`src/rtl/uart_tx_arbiter.sv`:
```
// Round-robin arbiter sharing one UART transmitter between NUM_REQ requesters.
// Optional WAIT_DONE abort timer is built when UART_TX_TIMEOUT_EN is defined.
// State table:
//   S_IDLE      | no frame in flight; grant the next requester round-robin
//   S_LAUNCH    | gnt_o and start_tx_o pulse for one cycle
//   S_WAIT_DONE | waiting for a tx_done_i rising edge (or timeout)
//   S_DONE      | done_o pulse to the owner, then back to S_IDLE
module uart_tx_arbiter #(
  parameter int NUM_REQ     = 4,
  parameter int DATA_W      = 8,
  parameter int TIMEOUT_CYC = 65535
) (
  input  logic                       clk,
  input  logic                       reset_n,
  input  logic [NUM_REQ-1:0]         req_i,
  input  logic [NUM_REQ*DATA_W-1:0]  req_data_i,
  output logic [NUM_REQ-1:0]         gnt_o,
  output logic [NUM_REQ-1:0]         done_o,
  output logic                       start_tx_o,
  output logic [DATA_W-1:0]          tx_data_o,
  input  logic                       tx_done_i,
  output logic                       busy_o,
  output logic [$clog2(NUM_REQ)-1:0] owner_o,
  output logic                       timeout_o
);

  localparam int IDX_W = $clog2(NUM_REQ);

  typedef enum logic [1:0] {
    S_IDLE      = 2'd0,
    S_LAUNCH    = 2'd1,
    S_WAIT_DONE = 2'd2,
    S_DONE      = 2'd3
  } state_t;

  state_t             r_state;
  state_t             w_state_nxt;
  logic [IDX_W-1:0]   r_owner;
  logic [IDX_W-1:0]   w_winner;
  logic               w_found;
  logic [DATA_W-1:0]  r_tx_data;
  logic [DATA_W-1:0]  w_win_data;
  logic               r_tx_done_q;
  logic               w_tx_done_evt;
  logic               w_timeout;

  assign w_tx_done_evt = tx_done_i & ~r_tx_done_q;

  // Search upward from the slot after the last owner, wrapping modulo NUM_REQ.
  always_comb begin : rr_pick
    logic [IDX_W-1:0] v_idx;
    v_idx    = '0;
    w_found  = 1'b0;
    w_winner = r_owner;
    for (int k = 1; k <= NUM_REQ; k++) begin
      v_idx = IDX_W'((int'(r_owner) + k) % NUM_REQ);
      if (!w_found && req_i[v_idx]) begin
        w_found  = 1'b1;
        w_winner = v_idx;
      end
    end
  end

  always_comb begin
    w_win_data = '0;
    for (int k = 0; k < NUM_REQ; k++) begin
      if (w_winner == IDX_W'(k)) begin
        w_win_data = req_data_i[k*DATA_W +: DATA_W];
      end
    end
  end

  always_ff @(posedge clk or negedge reset_n) begin
    if (!reset_n) begin
      r_state <= S_IDLE;
    end else begin
      r_state <= w_state_nxt;
    end
  end

  always_comb begin
    w_state_nxt = r_state;
    gnt_o       = '0;
    done_o      = '0;
    start_tx_o  = 1'b0;
    busy_o      = 1'b1;
    case (r_state)
      S_IDLE: begin
        busy_o = 1'b0;
        if (w_found) begin
          w_state_nxt = S_LAUNCH;
        end
      end
      S_LAUNCH: begin
        gnt_o[r_owner] = 1'b1;
        start_tx_o     = 1'b1;
        w_state_nxt    = S_WAIT_DONE;
      end
      S_WAIT_DONE: begin
        if (w_tx_done_evt || w_timeout) begin
          w_state_nxt = S_DONE;
        end
      end
      S_DONE: begin
        done_o[r_owner] = 1'b1;
        w_state_nxt     = S_IDLE;
      end
      default: begin
        busy_o      = 1'b0;
        w_state_nxt = S_IDLE;
      end
    endcase
  end

  always_ff @(posedge clk or negedge reset_n) begin
    if (!reset_n) begin
      r_owner     <= IDX_W'(NUM_REQ - 1);
      r_tx_data   <= '0;
      r_tx_done_q <= 1'b0;
    end else begin
      r_tx_done_q <= tx_done_i;
      if (r_state == S_IDLE && w_found) begin
        r_owner   <= w_winner;
        r_tx_data <= w_win_data;
      end
    end
  end

`ifdef UART_TX_TIMEOUT_EN
  localparam int TO_W = $clog2(TIMEOUT_CYC + 1);

  logic [TO_W-1:0] r_to_cnt;

  // Saturates at the limit; cleared in LAUNCH so each WAIT_DONE starts at zero.
  always_ff @(posedge clk or negedge reset_n) begin
    if (!reset_n) begin
      r_to_cnt <= '0;
    end else if (r_state == S_LAUNCH) begin
      r_to_cnt <= '0;
    end else if (r_state == S_WAIT_DONE && r_to_cnt != TO_W'(TIMEOUT_CYC)) begin
      r_to_cnt <= r_to_cnt + 1'b1;
    end
  end

  assign w_timeout = (r_state == S_WAIT_DONE) &&
                     (r_to_cnt == TO_W'(TIMEOUT_CYC)) && !w_tx_done_evt;
`else
  assign w_timeout = 1'b0;
`endif

  assign timeout_o = w_timeout;
  assign tx_data_o = r_tx_data;
  assign owner_o   = r_owner;

endmodule
```
`config.mk`:
```
export PLATFORM = sky130hd
export DESIGN_NAME = uart_tx_arbiter
export DESIGN_NICKNAME = d
export VERILOG_FILES = /design/src/rtl/uart_tx_arbiter.sv
export SDC_FILE = /design/constraint.sdc
export NUM_CORES = 1
export LEC_CHECK = 0
export BUFFER_PORTS_ARGS = -buffer_cell sky130_fd_sc_hd__buf_2
export CORE_AREA = 3 3 70 72
export DETAILED_ROUTE_END_ITERATION = 8
export DIE_AREA = 0 0 73 75
export PLACE_DENSITY = 0.51
export SKIP_LAST_GASP = 1
export SYNTH_ARGS = -nofsm -noshare
export SYNTH_HDL_FRONTEND = slang
export SYNTH_SLANG_ARGS = --single-unit
export TNS_END_PERCENT = 20
```
`constraint.sdc`:
```
create_clock -name clk -period 4.3 [get_ports clk]
set_clock_uncertainty 0.15 [all_clocks]
set_input_delay 0 -clock clk [delete_from_list [all_inputs] [get_ports clk]]
set_output_delay 0 -clock clk [all_outputs]
set_load 0.01 [all_outputs]
```
* After elaboration in Yosys (flattened, before gate mapping)
Index checks and enable logic that the tools add are counted.
** Cells by class
- $add $sub $neg :: 4
- Multiply operators :: 0
- Divide/modulo/power cells :: 0
- $lt $le $gt $ge :: 6
- Eq/ne operators :: 8
- Shifts and indexed selects :: 0
- Mux-type cells :: 29
- Bitwise logic cells :: 2
- Reduce and logical (&&, ||, !) cells :: 11
** Operator list (number)
- two-way mux 8 bit :: 4
- less-than comparator 2 x 3 -> 1 bit (second input constant) :: 5
- two-way mux 2 bit :: 6
- two-way mux 1 bit :: 11
- binary-select mux 1 bit (select 2 bit) :: 4
- == test 2 bit (second input constant) :: 4
- two-way mux 4 bit :: 2
- one-hot mux 2 bit (4 select lines) :: 1
- logical AND 1 bit :: 5
- adder 2 x 1 -> 2 bit (second input constant) :: 2
- adder 2 bit (second input constant) :: 2
- == test 2 x 1 -> 1 bit (second input constant) :: 2
- logical NOT 2 bit :: 2
- != test 2 bit (second input constant) :: 2
- logical NOT 1 bit :: 3
- demux 1 bit (select 2 bit) :: 1
- greater-or-equal comparator 2 x 1 -> 1 bit (second input constant) :: 1
- AND reduction 2 bit :: 1
- bitwise AND 1 bit :: 1
- inverter 1 bit :: 1
** Word-level totals
- Register bits after elaboration :: 13
- Latch bits :: 0
- Memory bits (writable) :: 0
- ROM bits :: 0
- Output and inout bits :: 21
- Word-level logic and storage cells :: 64
- Memories :: 0

* Longest topological paths before layout
Gate-level depths: netlist of run 1.
- Depth in word-level cells :: 18
- Depth in mapped cells :: 11
- Gate-level depth less buffers :: 8

* Least setup slack after synthesis of run 1
No wires, ideal clock.
- Path kind :: reg-to-reg
- From :: register r_owner[0] (netlist: owner_o[0])
- To :: register r_tx_data[1] (netlist: tx_data_o[1])
- Setup time :: 0.074 ns
- Arrival time :: 2.593 ns
- Required time :: 4.076 ns
- Setup slack :: 1.483 ns
- Stages on the path, launching flop included :: 12
- Path buffers :: 3
- Period minus slack after synthesis :: 2.817 ns
- Path through :: dfstp_2 -> buf_6 -> inv_1 -> ha_1 -> clkbuf_8 -> mux2_2 -> and3_2 -> a21oi_1 -> a211o_1 -> buf_6 -> mux2_2 -> o21ai_2
** Between the ends
- Longest elaborated chain between the ends :: 18
** Ends and longest elaborated chain
- from (decl) :: RTL line 38 : logic [IDX_W-1:0] r_owner;
- from (signal assigned) :: RTL line 117 : r_owner <= IDX_W'(NUM_REQ - 1);
- from (signal assigned) :: RTL line 123 : r_owner <= w_winner;
- adder 2 x 1 -> 2 bit :: RTL line 56 : v_idx = IDX_W'((int'(r_owner) + k) % NUM_REQ);
- binary-select mux 1 bit (select 2 bit) :: RTL line 57 : if (!w_found && req_i[v_idx]) begin
- two-way mux 1 bit (implied by the code) :: RTL line 57
- two-way mux 1 bit :: RTL line 57
- logical NOT 1 bit :: RTL line 57
- logical AND 1 bit :: RTL line 57
- two-way mux 1 bit :: RTL line 57
- logical NOT 1 bit :: RTL line 57
- logical AND 1 bit :: RTL line 57
- two-way mux 1 bit :: RTL line 57
- logical NOT 1 bit :: RTL line 57
- logical AND 1 bit :: RTL line 57
- two-way mux 2 bit :: RTL line 57
- logical NOT 2 bit :: RTL line 67 : if (w_winner == IDX_W'(k)) begin
- two-way mux 8 bit (4 in a row) :: RTL line 67
- to (signal assigned) :: RTL line 124 : r_tx_data <= w_win_data;
- to (decl) :: RTL line 41 : logic [DATA_W-1:0] r_tx_data;
Several ways; a longest one is shown, not always the timed one. The select of a mux whose other input is x is not followed.
A chain may end at the register's enable or synchronous reset.

* Worst setup path in the final report of run 1
- From :: register r_owner[0] (netlist: owner_o[0])
- To :: register r_tx_data[6] (netlist: tx_data_o[6])
Same word-level chain as after synthesis.

==> impl_metrics.yaml, run 1 <==
sta:
  fin_crit_sh_pct: 74.7
  maxSlewViolCount: 0
  holdWs_ns: 0.0337
  final.setup.tns_ns: 0
  slew_headroom_pct: 55.4
  clock.fmax_mhz: 311
  finalSetupViolations: 0
  hold_viol_final: 0
  period_minus_slack_ns: 3.21
  rsz0062_at_grt: "no"
  worst_pin_slew_ns: 0.669
job:
  cap_violations: 0
detailed_routing:
  wire_per_inst_um: 13.1
  drt_iter0_markers: 52
  wirelength_mm: 3.07
  num_vias: 1090
  antenna_left: 0
  vias_per_cell: 4.66
  drc: 0
  firstDrtPassIters: 4
die:
  coreArea_um2: 4350
  die_area_um2: 5480
  ios: 60
  row_count: 24
  die_w_um: 73
  initial_core_util_pct: 29.3
  die_y_um: 75
setup_path:
  timing.critical_path.cells: "inv_1, ha_1, mux2_2, and3_2, a21oi_1, a211o_1, mux2_2, o21ai_2"
  cpLargestDelayFamily: "multiplexers"
  end_kind: "register"
  crit_path_start_kind: "register"
  crit_arrival_ns: 3.23
  r2r_slack_ns: 1.09
  cp_max_fo: 17
  crit_top_cell: "mux2_2"
  path_buf_inv: 1
  critPathSlowestCell: "dfstp_2"
  slowest_delay_ns: 0.74
  path_class: "register to register"
  required_ns: 4.32
placed_design:
  place_hpwl_mm: 2.59
  gp_congestion: 0.736
  place_area_um2: 1530
  io_buffers: 58
power_and_ir_drop:
  p_sw_share_pct: 44.9
  powerDensity_nw_per_um2: 749
  p_int_uw: 659
  switchingPower_uw: 536
  p_leak_uw: 0.000848
  comb_power_share_pct: 69.0
  power.clock.fraction_pct: 8.9
  p_seq_share_pct: 22.0
  ir_worst_vdd_mv: 0.302
grt:
  grt_max_degree: 21
  antenna_found_initial: 0
  met3_usage_pct: 2.80
  first_global_vias: 1139
  overflow: 0
  grt_use_total_pct: 12.0
  top_usage_layer: "met2"
  met1_usage_pct: 14.2
  grt_util_met2_pct: 21.9
  grt_pass1_wl_mm: 5.15
yosys:
  syn_area_um2: 1270
  netlist-cell-type-count: 36
  synth_nets: 174
  yosysSeqAreaShare_pct: 25.7
  avgSynthCellArea_um2: 10.0
  yosysWarnings: 0
  ys_ff_latch: 13
  syn_inst: 127
clock_network:
  cts_sinks: 13
  cts_hold_buf: 2
  cts_tree: "done"
  clkTransAtPathRegs_ns: 0.05
  cts_buffers: 3
  root_buffer: "clkbuf_8"
  clk_latency_ns: 0.24
  cts.repair.resized: 0
  ctsLongestPathBuffers: 2
  postCtsSetupBuffers: 0
  htree_levels: 1
min_path:
  hold_path.class: "input port to async pin"
layout:
  diodes: 0
  fin_util_pct: 36.7
  fin_area_um2: 1600
  drive_gt1_share_pct: 49.5
  fillers: 460
  syn_to_final_growth_pct: 25.2
  layout.nets: 230
run_status:
  status: "completed"
per-stage QoR:
step                total power, uW  worst slack [ns]  cells
CTS                            1220              1.07    234
detailed placement             1110              1.07    228
global route                   1310             0.902    234
global placement               1080              1.17    228
finish                         1200              1.09    234
floorplan                       993              1.48    127
power groups by stage:
stage	Combinational, uW	Sequential (uW)	Clock [uW]
floorplan	738	255	0
global placement	813	266	0
finish	825	263	107
global route	913	280	119
detailed placement	838	267	0
CTS	841	267	113
layout by cell type, fill, tap and decap left out, drive strengths merged, types with 7 or more instances in the layout:
cell type,Yosys,layout
buf,7,58
ha,8,8
dfrtp,11,11
nor2,7,7
o21ai,12,12
and2,8,8
nand2,12,12
mux2,11,11
mux2i,18,18
sequential cells by signal (all words and copies together), names as in the netlist:
name,count
owner_o,2
r_state,2
tx_data_o,8
r_tx_done_q,1
final timing paths:
path	from	endpoint	cells past startpoint
setup / recovery	owner_o[0]$_DFFE_PN1P_	tx_data_o[6]$_DFFE_PN0P_	8
setup reg to reg	owner_o[0]$_DFFE_PN1P_	tx_data_o[6]$_DFFE_PN0P_	8
max in group asynchronous	reset_n	owner_o[0]$_DFFE_PN1P_	2
hold reg to reg	tx_data_o[4]$_DFFE_PN0P_	tx_data_o[4]$_DFFE_PN0P_	2
hold / removal	reset_n	tx_data_o[4]$_DFFE_PN0P_	2
min in group clk	req_data_i[31]	tx_data_o[7]$_DFFE_PN0P_	4
kinds of logic (layout without fill, tap and decap cells):
group | after synthesis | count (layout) | share of synthesized area [%]
other | 1 | 1 | 0.294
flip-flops | 13 | 13 | 25.7
buffers and inverters | 15 | 70 | 9.52
adder cells (fa/ha/maj) | 8 | 8 | 7.85
AO/OA/AOI/OAI | 28 | 28 | 17.9
multiplexers | 30 | 30 | 26.5
AND/OR/NAND/NOR | 32 | 32 | 12.3
layout make-up:
cell class	instances	area [um^2]	share of cell area [%]
multi-input cells	99	826	51.7
flip-flops and latches	13	328	20.5
repair buffers	60	310	19.4
well taps	52	65.1	4.08
clock buffers	4	45.0	2.82
inverters	6	22.5	1.41
per-layer routing:
layer  routed length [um]  vias up
met2                 1470       50
met3                  289        0
met1                 1300      486
li1                     -      554
met5                    0        -
met4                    0        0
synthesized netlist by cell type:
cell type / instances / share of area [%]
clkbuf_8: 2 / 2.2
o22ai_1: 1 / 0.49
mux4_2: 1 / 1.8
a32oi_1: 1 / 0.69
a31oi_4: 1 / 1.7
inv_1: 6 / 1.8
a211oi_1: 1 / 0.59
o21ai_2: 8 / 5.5
buf_4: 3 / 1.8
o21ai_0: 4 / 1.6
o22a_1: 1 / 0.69
nand2_1: 12 / 3.5
and3_2: 1 / 0.59
nand3_1: 1 / 0.39
a221oi_1: 1 / 0.69
a21oi_1: 6 / 2.4
a22oi_4: 1 / 1.7
nor2_1: 6 / 1.8
and2_1: 8 / 3.9
a211o_1: 1 / 0.69
buf_6: 3 / 2.6
buf_8: 1 / 1.2
ha_1: 8 / 7.9
conb_1: 1 / 0.29
mux2i_1: 17 / 13
mux2i_2: 1 / 1.1
dfrtp_1: 11 / 22
mux2_2: 9 / 7.9
or2_2: 1 / 0.49
nand2b_1: 1 / 0.49
mux2_4: 2 / 2.4
nor2_2: 1 / 0.49
or2b_1: 1 / 0.59
dfstp_2: 2 / 4.1
a21o_2: 1 / 0.69
o31ai_1: 1 / 0.59
Power figures use the tool's default switching activity.
==> run 2: changes to the inputs <==
PLACE_DENSITY = 0.53   (was 0.51)
clock period = 2.58 ns   (was 4.3 ns; I/O delays follow)
==> run 2 against run 1 <==
Combinational power up 110%. Clock power increased by 69%. Sequential share of layout area is 1.4 points lower. Total power increased by 91%. Highest routed layer is now met4.
==> impl_metrics.yaml, run 2 (synthesized netlist as in run 1, its figures left out) <==
run_status:
  status: "completed"
power_and_ir_drop:
  powerDensity_nw_per_um2: 1340
  p_total_uw: 2290
  p_seq_share_pct: 16.4
  power.clock.fraction_pct: 7.9
  ir_worst_vdd_mv: 0.531
  p_sw_share_pct: 41.6
  switchingPower_uw: 952
  comb_power_share_pct: 75.7
  p_leak_uw: 0.000914
  p_int_uw: 1330
clock_network:
  cts_sinks: 13
  ctsLongestPathBuffers: 2
  cts_buffers: 3
  cts.repair.resized: 0
  cts_tree: "done"
  root_buffer: "clkbuf_8"
  htree_levels: 1
  clkTransAtPathRegs_ns: 0.06
  clk_latency_ns: 0.24
grt:
  overflow: 0
  grt_pass1_wl_mm: 4.62
  grt_use_total_pct: 10.7
  grt_max_degree: 21
  first_global_vias: 987
  antenna_found_initial: 0
setup_path:
  crit_arrival_ns: 2.49
  path_class: "register to register"
  cp_max_fo: 9
  rr_worst_depth: 9
  crit_path_start_kind: "register"
  end_kind: "register"
  r2r_start: "owner_o[0]$_DFFE_PN1P_"
  r2r_slack_ns: 0.10
  required_ns: 2.60
  worstReg2RegEnd: "tx_data_o[4]$_DFFE_PN0P_"
layout:
  layout_commonest_cell: "buf_2"
  drive_gt1_share_pct: 52.7
  layout.nets: 234
  syn_to_final_growth_pct: 34.2
  diodes: 0
  fin_area_um2: 1710
  largest_reg_flops: 8
  final_cell_mix: "buf_2 (58), mux2i_1 (17), nand2_1 (12), dfrtp_1 (11), mux2_4 (10)"
  fin_cells: 238
die:
  die_y_um: 75
  coreArea_um2: 4350
  ios: 60
  row_count: 24
  die_w_um: 73
  die_area_um2: 5480
  initial_core_util_pct: 29.3
detailed_routing:
  antenna_left: 0
  wire_per_inst_um: 11.9
  firstDrtPassIters: 5
  wirelength_mm: 2.83
  num_vias: 1106
  drc: 0
  vias_per_cell: 4.65
  drt_iter0_markers: 49
sta:
  period_minus_slack_ns: 2.48
  hold_viol_final: 0
  maxSlewViolCount: 0
  clock.fmax_mhz: 404
  final.setup.tns_ns: 0
  fin_crit_sh_pct: 96.0
  rsz0062_at_grt: "no"
  holdWs_ns: 0.0300
  finalSetupViolations: 0
min_path:
  hold_path.class: "input port to async pin"
placed_design:
  place_hpwl_mm: 2.31
  dp_cells: 231
  io_buffers: 58
  place_area_um2: 1630
  gp_congestion: 0.788
job:
  cap_violations: 0
## run 2: cell types whose count changed in the layout (fill, tap and decap cells not counted), moves of 2 or more
| cell | previous run | this run |
|---|---|---|
| buf_12 | 0 | 2 |
| buf_4 | 0 | 2 |
| mux2_2 | 9 | 1 |
| mux2_4 | 2 | 10 |
## run 2: through the flow
step / util, % / setup WS (ns)
floorplan: - / -0.0953
global placement: 37.3 / 0.0887
detailed placement: 37.3 / 0.0298
CTS: 38.8 / 0.00553
global route: 39.3 / 0.000378
finish: 39.3 / 0.102
## run 2: worst max path at each step
stage	startpoint	endpoint	slack, ns	cells after the start
final	owner_o[0]$_DFFE_PN1P_	tx_data_o[4]$_DFFE_PN0P_	0.10	9
after global routing	owner_o[1]$_DFFE_PN1P_	tx_data_o[4]$_DFFE_PN0P_	0.0004	9
after CTS	owner_o[0]$_DFFE_PN1P_	tx_data_o[4]$_DFFE_PN0P_	0.006	8
after detailed placement	owner_o[0]$_DFFE_PN1P_	tx_data_o[4]$_DFFE_PN0P_	0.03	8
after global placement	owner_o[1]$_DFFE_PN1P_	tx_data_o[3]$_DFFE_PN0P_	0.09	9
after floorplan	owner_o[0]$_DFFE_PN1P_	tx_data_o[1]$_DFFE_PN0P_	-0.1	11
## run 2: critical path, cell delays in order (launching register included)
cell and delay [ns]:
dfstp_2 0.55, inv_4 0.05, ha_4 0.32, mux2_4 0.32
and3_4 0.18, a21oi_2 0.09, a211o_1 0.18, buf_12 0.15
mux2_4 0.30, o21ai_2 0.10
## run 2: layout make-up
| class | instances | area (um^2) |
|---|---|---|
| tap | 52 | 65.1 |
| clock buffer | 4 | 45.0 |
| fill | 444 | 2640 |
| timing repair buffer | 64 | 365 |
| sequential | 13 | 328 |
| multi-input combinational | 99 | 882 |
| inverter | 6 | 25.0 |
## run 2: timing repair
action	in CTS	in global routing
endpoints found under the setup margin	0	8
hold buffers	2	0
endpoints found under the hold margin	14	0
setup buffers	0	1
## run 2: routing by layer
layer  GRT usage [%]  wire (um)  vias up
met5               0          0        -
met4            4.51         26        0
met3            1.20        241        4
met2            17.8       1290       54
met1            14.2       1270      486
li1                -          -      562
## run 2: power groups by stage
| stage | Clock (uW) | Combinational, uW | Sequential, uW |
|---|---|---|---|
| 5_1_grt | 201 | 1890 | 387 |
| 4_1_cts | 190 | 1710 | 377 |
| 3_3_place_gp | 0 | 1660 | 379 |
| 3_5_place_dp | 0 | 1700 | 379 |
| 2_1_floorplan | 0 | 1370 | 425 |
| 6_report | 181 | 1730 | 375 |
